File: src/rtl/barrel_shifter_pkg.sv
// Shared encodings for the barrel shifter: operation codes and shift directions.
package barrel_shifter_pkg;

  typedef enum logic [1:0] {
    OP_LOGICAL = 2'b00,
    OP_ARITH   = 2'b01,
    OP_ROTATE  = 2'b10,
    OP_RSVD    = 2'b11
  } op_e;

  localparam logic DIR_LEFT  = 1'b0;
  localparam logic DIR_RIGHT = 1'b1;

endpackage

File: src/rtl/barrel_shifter_stage.sv
// One fixed-distance conditional shift/rotate step of the logarithmic shifter.
module barrel_shifter_stage
  import barrel_shifter_pkg::*;
#(
  parameter int WIDTH = 32,
  parameter int DIST  = 1
) (
  input  logic [WIDTH-1:0] din,
  input  logic             en,
  input  logic             dir,
  input  logic             fill_bit,
  input  logic             rotate,
  output logic [WIDTH-1:0] dout
);

  logic [DIST-1:0] lo_fill;
  logic [DIST-1:0] hi_fill;

  // Bits entering at the vacated end: wrapped bits on rotate, else zero/sign fill.
  assign lo_fill = rotate ? din[WIDTH-1 -: DIST] : '0;
  assign hi_fill = rotate ? din[DIST-1:0] : {DIST{fill_bit}};

  always_comb begin
    dout = din;
    if (en) begin
      if (dir == DIR_RIGHT) dout = {hi_fill, din[WIDTH-1:DIST]};
      else                  dout = {din[WIDTH-DIST-1:0], lo_fill};
    end
  end

endmodule

File: src/rtl/barrel_shifter.sv
// 32-bit logarithmic barrel shifter (logical/arithmetic/rotate), one-cycle registered result.
module barrel_shifter
  import barrel_shifter_pkg::*;
#(
  parameter int WIDTH = 32,
  localparam int SHW  = $clog2(WIDTH)
) (
  input  logic             clk,
  input  logic             rst,
  input  logic             in_valid,
  input  logic [WIDTH-1:0] data_in,
  input  logic [SHW-1:0]   shift_amt,
  input  logic             dir,
  input  logic [1:0]       op,
  output logic             out_valid,
  output logic [WIDTH-1:0] data_out
);

  logic [SHW:0][WIDTH-1:0] stage_d;
  logic                    fill_bit;
  logic                    rotate;

  // Sign fill only matters for right shifts; left arithmetic equals logical left.
  assign fill_bit   = (op == OP_ARITH) & data_in[WIDTH-1];
  assign rotate     = (op == OP_ROTATE);
  assign stage_d[0] = data_in;

  for (genvar k = 0; k < SHW; k++) begin : g_stage
    barrel_shifter_stage #(
      .WIDTH (WIDTH),
      .DIST  (1 << k)
    ) u_stage (
      .din      (stage_d[k]),
      .en       (shift_amt[k]),
      .dir      (dir),
      .fill_bit (fill_bit),
      .rotate   (rotate),
      .dout     (stage_d[k+1])
    );
  end

  always_ff @(posedge clk or posedge rst) begin
    if (rst) begin
      out_valid <= 1'b0;
      data_out  <= '0;
    end else begin
      out_valid <= in_valid;
      if (in_valid) data_out <= stage_d[SHW];
    end
  end

endmodule

File: config.mk
export PLATFORM = sky130hd
export DESIGN_NAME = barrel_shifter
export DESIGN_NICKNAME = d
export VERILOG_FILES = /design/src/rtl/barrel_shifter_pkg.sv /design/src/rtl/barrel_shifter_stage.sv /design/src/rtl/barrel_shifter.sv
export SDC_FILE = /design/constraint.sdc
export NUM_CORES = 1
export LEC_CHECK = 0
export CAP_MARGIN = 20
export CORE_ASPECT_RATIO = 0.8
export CORE_UTILIZATION = 47
export CTS_BUF_LIST = sky130_fd_sc_hd__clkbuf_4 sky130_fd_sc_hd__clkbuf_8
export DETAILED_ROUTE_END_ITERATION = 12
export DONT_BUFFER_PORTS = 1
export PLACE_DENSITY = 0.71
export SLEW_MARGIN = 0
export SYNTH_ARGS = -nofsm -noshare
export SYNTH_HDL_FRONTEND = slang
export SYNTH_SLANG_ARGS = --single-unit
File: constraint.sdc
create_clock -name clk -period 2 [get_ports clk]
set_input_delay 0.2 -clock clk [delete_from_list [all_inputs] [get_ports clk]]
set_output_delay 0.2 -clock clk [all_outputs]
set_load 0.02 [all_outputs]
==> summary.txt <==
Yosys
  • Yosys cell types: 75
  • Netlist Area Pre-Place: 5500 sq um
  • EDFF count, synth: 0
  • Yosys warns: 0
  • Yosys reg bits: 33
  • Register area share after synthesis: 0.150
  • Post-Syn Instances: 759
  • Top_reg_cell synth: dfrtp_1
  • Post-Syn Nets: 802
  • Mean post-synth cell area: 7.24 sq um
  • Post-synthesis async set-or-reset flop share: 1.00

STA
  • Fmax: 488 MHz
  • RSZ-0062 raised after global routing: false
  • Final Critical Period: 2.05 ns
  • Worst Tran Pin Value: 0.955 ns
  • Final setup vio count: 1
  • Fin. Hold Viols: 0
  • Layout Skew: 0 ns
  • Final worst slack: -0.0480 ns
  • Final Max Tran Viols: 0
  • Hold WS: 0.0165 ns
  • Post-route clock period utilization: 1.02
  • Rel. slew slack: 0.363

Place
  • Port bufs: 0
  • Post-DP HPWL: 18.9 mm
  • Pre-CTS setup slack: -0.159 ns
  • RD Place Congestion: 0.977

Pwr
  • Sw Ratio: 0.406
  • Worst VDD drop: 0.484 mV
  • Total power: 3.18 mW
  • Power per cell area: 489 nW/um^2
  • Flop pwr share: 0.307
  • Switching power of the nets: 1.29 mW
  • Power share of the clock group: 0.211
  • Static Leak: 2.67 nW
  • P_int: 1.89 mW
  • Logic gate share of total power: 0.482

Min path
  • Worst Hold Class: in -> reg

Die
  • Die Area: 12,100 sq um
  • Die Y: 98.7 um
  • Die W: 123 um
  • Core Rows: 34
  • CORE AREA: 11,100 sq um
  • Starting Density: 0.493
  • I/O pins: 76

CTS
  • Clock slew seen by the registers of the worst setup and hold paths: 0.07 ns
  • Clock sink count: 33
  • Max clock buf depth: 2
  • Total CTS buffers: 5
  • Max H-tree Level: 2
  • Root Buffer: clkbuf_8
  • # Post-CTS Setup Buffers: 0
  • Clk Latency, worst-skew pair: 0.29 ns
  • CTS tree: built

Worst setup path
  • Worst setup path startpoint: dir
  • Largest stage delay, worst path: 0.58 ns
  • R2R setup slack: 0.86 ns
  • CP Launch Type: input port
  • Worst-path cell chain: nand2b_1 > buf_4 > a211oi_1 > a221oi_1 > mux4_2 > a311oi_1 > o221a_1
  • Critical path type: in -> reg
  • Max Fanout on Critical Path: 86
  • Reg2Reg Depth: 2
  • Reg2reg start: data_out[20]
  • Worst EP required: 2.23 ns
  • Worst EP arrival: 2.27 ns
  • RR Endpoint: data_out[20]
  • Setup crit end kind: flip-flop
  • Slowest CP cell: mux4_2
  • Crit path to: data_out[30]

Cells and area
  • P&R area growth vs syn: 18.4%
  • Commonest non-fill, non-tap cells in the layout: buf_4 (133), nor2_1 (102), mux2i_1 (84), nand2_1 (55), a211oi_1 (49)
  • Share of cells above drive strength 1: 0.219
  • Diodes inserted: 0
  • Most common cell after layout, fill and taps aside: buf_4
  • Final nets: 869

Routing
  • Drt drc: 0
  • Vias/cell: 7.21
  • Pre-antenna DRT Iters: 6
  • First DRT Iteration DRCs: 1,057
  • Post-route ant nets: 0
  • Average wire per standard cell: 25.7 um
  • DR vias: 6,998
  • Routed wire length: 25.0 mm

Run
  • Max_cap viols: 0

Status
  • Outcome: complete, but fails checks
  • Failing checks: setup timing

Global route
  • Vias in the first global route: 6,440
  • First-pass GRT wire length: 38.4 mm
  • Largest net degree at the start of global routing: 136
  • GR Util All Layers: 0.417
  • Initial antenna violation count: 0
  • Total gr overflow: 0
[synth_stat cells, drive strengths merged (4+ instances only)]
library cell,count,share of area
a2111oi,5,0.0091
a211oi,54,0.077
a21o,7,0.0096
a21oi,40,0.036
a221o,7,0.013
a221oi,5,0.0091
a311oi,4,0.0064
a31oi,7,0.0080
and2,6,0.0068
buf,40,0.049
clkbuf,36,0.025
dfrtp,33,0.15
inv,12,0.0082
mux2i,84,0.15
nand2,56,0.039
nand2b,5,0.0057
nand3,4,0.0036
nand4,5,0.0057
nor2,106,0.073
nor2b,6,0.0068
nor3,41,0.037
nor4,5,0.0057
o211ai,5,0.0068
o21ai,45,0.041
o221a,7,0.014
o221ai,13,0.021
o22ai,45,0.051
o2bb2ai,4,0.0064
o311ai,5,0.0093
o31ai,6,0.0082
o32ai,12,0.019
[repair_timing]
item                                   in CTS  in global routing
gates resized for setup                     0                  4
endpoints found under the hold margin      35                  0
setup endpoints to repair                   0                  3
hold buffers                                2                  0
[registers in the layout, summed over array words and instances (netlist names)]
register and count:
data_out 32, out_valid 1
[per-stage QoR]
step                TNS [ns]  cell area (sq um)  instances   util
finish               -0.0480               6510        971  0.584
global route               0               6510        971  0.584
CTS                        0               6480        971  0.582
detailed placement     -1.94               6340        961  0.569
global placement       -1.02               6340        961  0.569
floorplan            -0.0355               5570        759      -
[layout make-up]
| class | instances | area (sq um) |
|---|---|---|
| multi-input cells | 638 | 4300 |
| repair buffers | 136 | 1040 |
| fillers | 1042 | 4640 |
| inverters | 12 | 45.0 |
| clock inverters | 1 | 30.0 |
| well taps | 144 | 180 |
| flip-flops and latches | 33 | 826 |
| clock buffers | 7 | 90.1 |
[critical path, delay by kind of cell]
kind                   cells  cell delay [ns]
AO/OA/AOI/OAI              4             1.09
multiplexers               1             0.58
AND/OR/NAND/NOR            1             0.16
buffers and inverters      1             0.20
[layer usage]
metal / up-vias / part of all wire / global-route usage
met1: 3328 / 0.44 / 0.619
met2: 506 / 0.43 / 0.623
met4: 0 / 0.021 / 0.0957
met5: - / 0 / 0
li1: 3115 / - / -
met3: 49 / 0.11 / 0.0683
[worst min-delay path by stage]
| stage | cells past startpoint | from | end | slack, ns |
|---|---|---|---|---|
| global placement | 2 | rst | data_out[7] | 0.19 |
| detailed placement | 2 | rst | data_out[23] | 0.20 |
| CTS | 1 | shift_amt[3] | data_out[31] | 0.006 |
| floorplan | 0 | in_valid | out_valid | 0.23 |
| global route | 1 | shift_amt[3] | data_out[31] | 0.001 |
| finish | 1 | shift_amt[3] | data_out[31] | 0.02 |
[power by group through the flow]
stage	logic, mW	registers, mW	clock network [mW]
3_3_place_gp	1.46	0.988	0
4_1_cts	1.48	0.980	0.676
5_1_grt	1.63	0.988	0.708
3_5_place_dp	1.47	0.989	0
6_report	1.53	0.978	0.670
2_1_floorplan	1.03	0.961	0
[cell families after synthesis]
logic type | after synthesis | synth area share
buffers and inverters | 88 | 0.0815
flip-flops | 33 | 0.150
AO/OA/AOI/OAI | 301 | 0.396
AND/OR/NAND/NOR | 247 | 0.201
multiplexers | 90 | 0.171
No activity file was read; power rests on OpenSTA's default activity.
